[src/rtl/dcache_pkg.sv]
// dcache_pkg: shared widths, FSM states, tag-field layout and word-merge helper
package dcache_pkg;
   localparam int ADDR_W    = 32;
   localparam int INDEX_W   = 4;
   localparam int OFFSET_W  = 5;
   localparam int LINE_W    = 256;
   localparam int WORD_W    = 32;
   localparam int TAG_W     = ADDR_W - INDEX_W - OFFSET_W;
   localparam int TAGF_W    = TAG_W + 2;
   localparam int VALID_BIT = TAG_W + 1;
   localparam int DIRTY_BIT = TAG_W;
   localparam int WSEL_W    = OFFSET_W - 2;
   typedef enum logic [2:0] {S_IDLE, S_MISS, S_WRITEBACK, S_REFILL, S_REFILL_DONE} state_t;
   function automatic logic [LINE_W-1:0] merge_word(input logic [LINE_W-1:0] line,
                                                    input logic [WSEL_W-1:0] sel,
                                                    input logic [WORD_W-1:0] data);
      logic [LINE_W-1:0] r;
      r = line;
      r[sel*WORD_W +: WORD_W] = data;
      return r;
   endfunction
endpackage

[src/rtl/dcache_if.sv]
// dcache_if: CPU, memory and SRAM signals of the data-cache controller
interface dcache_if;
   import dcache_pkg::*;
   logic [ADDR_W-1:0] cpu_addr_i;
   logic [WORD_W-1:0] cpu_data_i;
   logic              cpu_read_i;
   logic              cpu_write_i;
   logic [WORD_W-1:0] cpu_data_o;
   logic              cpu_stall_o;
   logic              mem_enable_o;
   logic              mem_write_o;
   logic [ADDR_W-1:0] mem_addr_o;
   logic [LINE_W-1:0] mem_data_o;
   logic [LINE_W-1:0] mem_data_i;
   logic              mem_ack_i;
   logic              cache_enable_o;
   logic              cache_write_o;
   logic [INDEX_W-1:0] cache_addr_o;
   logic [TAGF_W-1:0] cache_tag_o;
   logic [LINE_W-1:0] cache_data_o;
   logic [TAGF_W-1:0] cache_tag_i;
   logic [LINE_W-1:0] cache_data_i;
   logic              cache_hit_i;
   modport master (
      input  cpu_addr_i, cpu_data_i, cpu_read_i, cpu_write_i,
      output cpu_data_o, cpu_stall_o,
      output mem_enable_o, mem_write_o, mem_addr_o, mem_data_o,
      input  mem_data_i, mem_ack_i,
      output cache_enable_o, cache_write_o, cache_addr_o, cache_tag_o, cache_data_o,
      input  cache_tag_i, cache_data_i, cache_hit_i
   );
   modport slave (
      output cpu_addr_i, cpu_data_i, cpu_read_i, cpu_write_i,
      input  cpu_data_o, cpu_stall_o,
      input  mem_enable_o, mem_write_o, mem_addr_o, mem_data_o,
      output mem_data_i, mem_ack_i,
      input  cache_enable_o, cache_write_o, cache_addr_o, cache_tag_o, cache_data_o,
      output cache_tag_i, cache_data_i, cache_hit_i
   );
endinterface

[src/rtl/dcache_word_merge.sv]
// dcache_word_merge: replaces one word of a line and extracts the selected word
module dcache_word_merge
   import dcache_pkg::*;
(
   input  logic [LINE_W-1:0] i_line,
   input  logic [WSEL_W-1:0] i_sel,
   input  logic [WORD_W-1:0] i_data,
   output logic [LINE_W-1:0] o_line,
   output logic [WORD_W-1:0] o_word
);
   assign o_line = merge_word(i_line, i_sel, i_data);
   assign o_word = i_line[i_sel*WORD_W +: WORD_W];
endmodule

[src/rtl/dcache_controller.sv]
// dcache_controller: hit service, store merge and write-back/refill FSM for a 2-way dcache
module dcache_controller
   import dcache_pkg::*;
(
   input  logic     clk_i,
   input  logic     rst_i,
   dcache_if.master bus
);
   state_t              r_state, w_next;
   logic [TAG_W-1:0]    r_victim_tag;
   logic [LINE_W-1:0]   r_victim_data, r_refill_data;
   logic [TAG_W-1:0]    w_tag;
   logic [INDEX_W-1:0]  w_index;
   logic [WSEL_W-1:0]   w_sel;
   logic                w_req, w_hit, w_wr_hit, w_unused;
   logic [LINE_W-1:0]   w_merged;
   logic [WORD_W-1:0]   w_word;
   assign w_tag    = bus.cpu_addr_i[ADDR_W-1 -: TAG_W];
   assign w_index  = bus.cpu_addr_i[OFFSET_W +: INDEX_W];
   assign w_sel    = bus.cpu_addr_i[2 +: WSEL_W];
   assign w_unused = ^bus.cpu_addr_i[1:0];
   assign w_req    = bus.cpu_read_i | bus.cpu_write_i;
   assign w_hit    = w_req & bus.cache_hit_i;
   assign w_wr_hit = w_hit & bus.cpu_write_i;
   dcache_word_merge u_merge (
      .i_line (bus.cache_data_i),
      .i_sel  (w_sel),
      .i_data (bus.cpu_data_i),
      .o_line (w_merged),
      .o_word (w_word)
   );
   always_ff @(posedge clk_i) begin
      if (rst_i) begin
         r_state       <= S_IDLE;
         r_victim_tag  <= '0;
         r_victim_data <= '0;
         r_refill_data <= '0;
      end else begin
         r_state <= w_next;
         if (r_state == S_MISS) begin
            r_victim_tag  <= bus.cache_tag_i[TAG_W-1:0];
            r_victim_data <= bus.cache_data_i;
         end
         if (r_state == S_REFILL && bus.mem_ack_i) r_refill_data <= bus.mem_data_i;
      end
   end
   always_comb begin
      w_next             = r_state;
      bus.cpu_stall_o    = 1'b1;
      bus.cpu_data_o     = '0;
      bus.mem_enable_o   = 1'b0;
      bus.mem_write_o    = 1'b0;
      bus.mem_addr_o     = '0;
      bus.mem_data_o     = '0;
      bus.cache_enable_o = 1'b0;
      bus.cache_write_o  = 1'b0;
      bus.cache_addr_o   = w_index;
      bus.cache_tag_o    = {1'b1, 1'b0, w_tag};
      bus.cache_data_o   = w_merged;
      case (r_state)
         S_IDLE: begin
            bus.cpu_stall_o    = w_req & ~bus.cache_hit_i;
            bus.cpu_data_o     = w_hit ? w_word : '0;
            bus.cache_enable_o = w_req;
            bus.cache_write_o  = w_wr_hit;
            bus.cache_tag_o    = {1'b1, w_wr_hit, w_tag};
            w_next             = (w_req & ~bus.cache_hit_i) ? S_MISS : S_IDLE;
         end
         S_MISS:
            w_next = (bus.cache_tag_i[VALID_BIT] & bus.cache_tag_i[DIRTY_BIT]) ? S_WRITEBACK : S_REFILL;
         S_WRITEBACK: begin
            bus.mem_enable_o = 1'b1;
            bus.mem_write_o  = 1'b1;
            bus.mem_addr_o   = {r_victim_tag, w_index, {OFFSET_W{1'b0}}};
            bus.mem_data_o   = r_victim_data;
            w_next           = bus.mem_ack_i ? S_REFILL : S_WRITEBACK;
         end
         S_REFILL: begin
            bus.mem_enable_o = 1'b1;
            bus.mem_addr_o   = {w_tag, w_index, {OFFSET_W{1'b0}}};
            w_next           = bus.mem_ack_i ? S_REFILL_DONE : S_REFILL;
         end
         S_REFILL_DONE: begin
            bus.cache_enable_o = 1'b1;
            bus.cache_write_o  = 1'b1;
            bus.cache_data_o   = r_refill_data;
            w_next             = S_IDLE;
         end
         default: w_next = S_IDLE;
      endcase
   end
endmodule

[src/flat_wrapper.sv]
// flat-port wrapper written by rule: the top's interface ports become plain ports
module dcache_controller_flat import dcache_pkg::*;
  (clk_i, rst_i, bus_cpu_addr_i, bus_cpu_data_i, bus_cpu_read_i, bus_cpu_write_i, bus_cpu_data_o, bus_cpu_stall_o, bus_mem_enable_o, bus_mem_write_o, bus_mem_addr_o, bus_mem_data_o, bus_mem_data_i, bus_mem_ack_i, bus_cache_enable_o, bus_cache_write_o, bus_cache_addr_o, bus_cache_tag_o, bus_cache_data_o, bus_cache_tag_i, bus_cache_data_i, bus_cache_hit_i);
  dcache_if bus_i ();
  input  logic clk_i;
  input  logic rst_i;
  input wire logic [$bits(bus_i.cpu_addr_i)-1:0] bus_cpu_addr_i;
  input wire logic [$bits(bus_i.cpu_data_i)-1:0] bus_cpu_data_i;
  input wire logic [$bits(bus_i.cpu_read_i)-1:0] bus_cpu_read_i;
  input wire logic [$bits(bus_i.cpu_write_i)-1:0] bus_cpu_write_i;
  output wire logic [$bits(bus_i.cpu_data_o)-1:0] bus_cpu_data_o;
  output wire logic [$bits(bus_i.cpu_stall_o)-1:0] bus_cpu_stall_o;
  output wire logic [$bits(bus_i.mem_enable_o)-1:0] bus_mem_enable_o;
  output wire logic [$bits(bus_i.mem_write_o)-1:0] bus_mem_write_o;
  output wire logic [$bits(bus_i.mem_addr_o)-1:0] bus_mem_addr_o;
  output wire logic [$bits(bus_i.mem_data_o)-1:0] bus_mem_data_o;
  input wire logic [$bits(bus_i.mem_data_i)-1:0] bus_mem_data_i;
  input wire logic [$bits(bus_i.mem_ack_i)-1:0] bus_mem_ack_i;
  output wire logic [$bits(bus_i.cache_enable_o)-1:0] bus_cache_enable_o;
  output wire logic [$bits(bus_i.cache_write_o)-1:0] bus_cache_write_o;
  output wire logic [$bits(bus_i.cache_addr_o)-1:0] bus_cache_addr_o;
  output wire logic [$bits(bus_i.cache_tag_o)-1:0] bus_cache_tag_o;
  output wire logic [$bits(bus_i.cache_data_o)-1:0] bus_cache_data_o;
  input wire logic [$bits(bus_i.cache_tag_i)-1:0] bus_cache_tag_i;
  input wire logic [$bits(bus_i.cache_data_i)-1:0] bus_cache_data_i;
  input wire logic [$bits(bus_i.cache_hit_i)-1:0] bus_cache_hit_i;
  assign bus_i.cpu_addr_i = bus_cpu_addr_i;
  assign bus_i.cpu_data_i = bus_cpu_data_i;
  assign bus_i.cpu_read_i = bus_cpu_read_i;
  assign bus_i.cpu_write_i = bus_cpu_write_i;
  assign bus_cpu_data_o = bus_i.cpu_data_o;
  assign bus_cpu_stall_o = bus_i.cpu_stall_o;
  assign bus_mem_enable_o = bus_i.mem_enable_o;
  assign bus_mem_write_o = bus_i.mem_write_o;
  assign bus_mem_addr_o = bus_i.mem_addr_o;
  assign bus_mem_data_o = bus_i.mem_data_o;
  assign bus_i.mem_data_i = bus_mem_data_i;
  assign bus_i.mem_ack_i = bus_mem_ack_i;
  assign bus_cache_enable_o = bus_i.cache_enable_o;
  assign bus_cache_write_o = bus_i.cache_write_o;
  assign bus_cache_addr_o = bus_i.cache_addr_o;
  assign bus_cache_tag_o = bus_i.cache_tag_o;
  assign bus_cache_data_o = bus_i.cache_data_o;
  assign bus_i.cache_tag_i = bus_cache_tag_i;
  assign bus_i.cache_data_i = bus_cache_data_i;
  assign bus_i.cache_hit_i = bus_cache_hit_i;
  dcache_controller u_core (.clk_i(clk_i), .rst_i(rst_i), .bus(bus_i));
endmodule
[config.mk]
export PLATFORM = sky130hd
export DESIGN_NAME = dcache_controller_flat
export DESIGN_NICKNAME = d
export VERILOG_FILES = /design/src/rtl/dcache_pkg.sv /design/src/rtl/dcache_if.sv /design/src/rtl/dcache_word_merge.sv /design/src/rtl/dcache_controller.sv /design/src/flat_wrapper.sv
export SDC_FILE = /design/constraint.sdc
export NUM_CORES = 2
export LEC_CHECK = 0
export BUFFER_PORTS_ARGS = -buffer_cell sky130_fd_sc_hd__buf_4
export CAP_MARGIN = 0
export CORE_AREA = 10 10 463 465
export CTS_BUF_LIST = sky130_fd_sc_hd__clkbuf_16
export DETAILED_ROUTE_END_ITERATION = 8
export DIE_AREA = 0 0 473 475
export PLACE_DENSITY = 0.34
export SLEW_MARGIN = 30
export SYNTH_ARGS = -nofsm -noshare
export SYNTH_HDL_FRONTEND = slang
export SYNTH_SLANG_ARGS = --single-unit
[constraint.sdc]
create_clock -name clk_i -period 4.2 [get_ports clk_i]
set_input_delay 0.84 -clock clk_i [delete_from_list [all_inputs] [get_ports clk_i]]
set_output_delay 0.84 -clock clk_i [all_outputs]
set_load 0.05 [all_outputs]
# == Word-level counts from Yosys, hierarchy flattened ==
# Index checks and enable logic that the tools add are counted.
# totals
rom_bits,0
reg_bits,538
latchBits,0
mem_count,0
mem_bits_rw,0
input_bits,607
# classes
mul,0
order_cmp,0
n_reduce_logical,3
add_sub_neg,1
bitwise_logic,6
shift,3
muxes,17
n_div,0
eq_ne,4
# ops
op,n
256-bit two-way mux,2
256-bit bitwise mux,1
32-bit by 34-bit variable shift with 256-bit output (first input constant),1
256-bit by 9-bit indexed part select with 32-bit output,1
32-bit by 34-bit indexed part select with 256-bit output,1
32-bit two-way mux,2
32-bit case mux with 2 select lines,1
8-bit negation with 34-bit output,1
24-bit two-way mux,1
3-bit case mux with 4 select lines,1
3-bit by 2-bit equality test with 1-bit output (second input constant),2
1-bit two-way mux,6
1-bit AND,4
1-bit case mux with 2 select lines,2
3-bit by 1-bit equality test with 1-bit output (second input constant),1
3-bit equality test (second input constant),1
3-bit logical NOT,1
3-bit two-way mux,1
2-bit OR reduction,1
1-bit logical AND,1
1-bit NOT,1
1-bit bitwise OR,1

# == Depth between registers and ports, before layout ==
# depth
depth_word,4
mapped_depth,10
ltp_nobuf,6

# == Modules after synthesis ==
# A second synthesis with hierarchy kept.
# hier_totals
hier_cells,3696
area_unflattened_um2,29833.6
# modules_own_cells
mod,seq_area_each_um2,n_inst,area_each_um2,cells_per_inst
dcache_controller,10770.3,1,24337.1,3045
dcache_word_merge,0.0,1,5496.5,651

# == Worst setup path before layout ==
# Ideal clock, no wire load.
# synth_path
kind,in2out
start,input port bus_cpu_addr_i[2]
end,output port bus_cpu_data_o[10]
required_ns,3.360
stages,5
arrival_time_ns,3.964
path_buffers,3
slack_ns,-0.604
path_cell_list,buf_2 buf_2 clkbuf_1 a211oi_1 a2111oi_0
# synth_via
elab_chain_len,3
# synth_lines
item,line_no,text
"start, declared",flat_wrapper.sv:7,input wire logic [$bits(bus_i.cpu_addr_i)-1:0] bus_cpu_addr_i;
256-bit by 9-bit indexed part select with 32-bit output,dcache_word_merge.sv:12,assign o_word = i_line[i_sel*WORD_W +: WORD_W];
32-bit two-way mux,dcache_controller.sv:63,bus.cpu_data_o = w_hit ? w_word : '0;
32-bit two-way mux,dcache_controller.sv:60,case (r_state)
"end, declared",flat_wrapper.sv:11,output wire logic [$bits(bus_i.cpu_data_o)-1:0] bus_cpu_data_o;
# No other way between the ends.

# == Worst setup path in the final report ==
# layout_path
start,register u_core.r_state[2]
end,output port bus_cache_data_o[68]
# layout_via
elab_chain_len,2
# layout_lines
item,line_no,text
"start, declared",dcache_controller.sv:9,"state_t r_state, w_next;"
"start signal, assigned",dcache_controller.sv:39,r_state <= w_next;
3-bit equality test,dcache_controller.sv:60,
256-bit two-way mux,dcache_controller.sv:60,
"end, declared",flat_wrapper.sv:23,output wire logic [$bits(bus_i.cache_data_o)-1:0] bus_cache_data_o;
# No other way between the ends.

==> impl_metrics.tcl <==
set metrics [dict create \
    status "finished clean" \
    avgSynthCellArea_um2 7.42 \
    area_growth_pct 53.5 \
    clk_pin_slew_worst_paths_ns 0.06 \
    crit_required_ns 3.36 \
    max-slew-margin-rel 0.294 \
    p_comb_frac 0.301 \
    ir_worst_vdd_uv 249 \
    period_needed_ns 4.09 \
    antenna_found_initial 111 \
    grtUsageMet1 0.281 \
    grt_pass1_vias 33500 \
    crit_path_end_kind "primary output" \
    synth_top_flop_cell "dfxtp_1" \
    synth_largest_area_cell "dfxtp_1" \
    clockPowerShare 0.383 \
    port_buffers 1208 \
    p_leak_nw 17.6 \
    ios 1217 \
    syn-cell-area_um2 28900 \
    overflow 0 \
    via_per_inst 4.36 \
    dp_slack_ns 0.123 \
    h-tree-depth 3 \
    rows 166 \
    clk-insertion-delay-late_ns 0.71 \
    gp_congestion 0.871 \
    crit_type "reg2out" \
    post_cts_buffers 0 \
    switching_share 0.390 \
    yosysTopAreaCellShare 0.373 \
    grt_pass1_wl_mm 361 \
    fin_hold_ws_ns 0.355 \
    rsz0062_at_grt "no" \
    nNetsFinal 5592 \
    fp.coreArea_um2 204000 \
    drt-pass1-iter-count 5 \
    synth_top_family_by_area "simple AND/OR/NAND/NOR gates" \
    syn_inst 3891 \
    fin_worst_skew_ns 0.0240 \
    cp-start-kind "flop" \
    tritoncts "built" \
    p_int_mw 10.6 \
    use_met3 0.101 \
    hp-class "in2reg" \
    synth-simple-area-share 0.274 \
    tightestPinTransition_ns 1.06 \
    synth.area.top_cells "dfxtp_1, nand2_1, a21oi_1" \
    busiest_layer "met2" \
    hold_viol 0 \
    async_reset_ff_frac 0 \
    track_usage 0.243 \
    antenna_left 0 \
    dr_total_vias 33800 \
    drive_gt1_frac 0.317 \
    cp_data_arrival_time_ns 3.25 \
    synth_warnings 0 \
    muxShareOfSynthArea 0.0885 \
    p_sw_mw 6.79 \
    max_freq_mhz 244 \
    die_area_um2 225000 \
    die_y_um 475 \
    slew_violations 0 \
    clockBufferDepth 3 \
    synth.most_common_cell "nand2_1" \
    seq_power_share 0.316 \
    setup_ws_ns 0.105 \
    wl_per_cell_um 37.1 \
    synth_compound_area_frac 0.197 \
    drt-total-wl_mm 288 \
    drc 0 \
    fillCellCount 23200 \
    synthXorXnorAreaFrac 0.000304 \
    setup_viol 0 \
    synth_commonest_cells "nand2_1, a21oi_1, dfxtp_1" \
    drtIter0Drc 2479 \
    grt_max_degree 130 \
    clock-sinks 538 \
    powerDensity_nw_per_um2 393 \
    die_w_um 473 \
    gr-usage-met2 0.402 \
    ys_ff_latch 538 \
    numCtsBuffers 79 \
    initial_core_util 0.141 \
    synthAdderAreaFrac 0.00130 \
    yosysUniqueCellTypes 49 \
    maxCapViolations 0 \
    finalCritPeriodShare 0.975 \
    dp_hpwl_mm 232 \
    synth_edf_count 0 \
    root_buffer "clkbuf_16" \
    ys_seq_area_frac 0.373 \
    worstPathMaxFanout 35 \
]
[layout make-up]
cell class,count,area [µm²],share of cell area
multi-input combinational,2961,16300,0.369
timing repair buffer,1398,11300,0.255
sequential,538,10800,0.243
tap,2688,3360,0.0760
clock buffer,79,1980,0.0446
clock inverter,58,432,0.00975
antenna,39,97.6,0.00220
inverter,4,15.0,0.000339
[power groups by stage]
| stage | logic [mW] | clock network [mW] | registers [mW] |
|---|---|---|---|
| 4_1_cts | 5.33 | 6.91 | 5.51 |
| 2_1_floorplan | 2.62 | 0 | 5.57 |
| 3_3_place_gp | 5.30 | 0 | 5.61 |
| 5_1_grt | 5.46 | 7.03 | 5.54 |
| 6_report | 5.24 | 6.67 | 5.51 |
| 3_5_place_dp | 5.32 | 0 | 5.61 |
[state kept, by name, indices dropped and copies added, names as in the netlist]
name / count
u_core.r_victim_tag: 23
u_core.r_refill_data: 256
u_core.r_victim_data: 256
u_core.r_state: 3
[what timing repair did]
action	in CTS	in global routing
endpoints found under the setup margin	2	0
hold buffers	0	0
gates resized for setup	1	0
endpoints found under the hold margin	0	0
[final timing paths]
| path | to | depth (start not counted) | slack, ns | start |
|---|---|---|---|---|
| setup reg to reg | u_core.r_victim_data[77]$_SDFFE_PP0P_ | 5 | 1.50 | u_core.r_state[0]$_SDFF_PP0_ |
| hold reg to reg | u_core.r_victim_data[26]$_SDFFE_PP0P_ | 2 | 0.45 | u_core.r_victim_data[26]$_SDFFE_PP0P_ |
| setup / recovery | bus_cache_data_o[68] | 4 | 0.11 | u_core.r_state[2]$_SDFF_PP0_ |
| hold / removal | u_core.r_state[1]$_SDFF_PP0_ | 2 | 0.35 | bus_mem_ack_i |
[placed cells by master, fill, tap and decap left out, types with 32 or more instances in the layout]
cell       synthesis  routed
nor2_1            65      59
o21ai_0           81      39
dfxtp_1          538     537
a2111oi_1         12      32
mux2i_1          183     183
mux2_2            64      64
diode_2            0      39
nor2b_1           32      32
o22ai_1           32      32
nand2_1         1201    1200
a221o_1           96      96
a21oi_1          567     567
buf_4             42    1336
o21ai_1           81     123
and2_1           361     361
and3_1            33      32
clkbuf_16          0      79
buf_12             0      58
[cells by family (layout without fill, tap and decap cells)]
kind of cell,count (synthesis),in the layout
AND/OR/NAND/NOR,1745,1745
AO/OA/AOI/OAI,959,959
flip-flops,538,538
buffers and inverters,396,1539
multiplexers,247,247
adder cells (fa/ha/maj),3,3
other,2,45
XOR/XNOR,1,1
[per-stage QoR]
step | power, mW | utilization | std cells | TNS (ns) | cell area [µm²]
floorplan | 8.19 | - | 3895 | 0 | 28900
global placement | 10.9 | 0.204 | 7587 | -0.738 | 41700
detailed placement | 10.9 | 0.204 | 7589 | 0 | 41800
CTS | 17.7 | 0.216 | 7726 | 0 | 44200
global route | 18.0 | 0.216 | 7733 | 0 | 44200
finish | 17.4 | 0.217 | 7765 | 0 | 44300
[worst max-delay path: stages (launching register included)]
cell     delay [ns]
dfxtp_1        0.44
or3b_4         0.67
and3_1         0.87
a221o_1        0.30
buf_4          0.22
[per-layer routing]
metal / part of all wire / vias to the layer above / routed length, µm
li1: - / 15400 / -
met1: 0.40 / 16600 / 115000
met2: 0.46 / 1497 / 134000
met3: 0.10 / 313 / 29200
met4: 0.036 / 60 / 10300
met5: 0.0014 / - / 393
(Power assumes the default switching activity.)
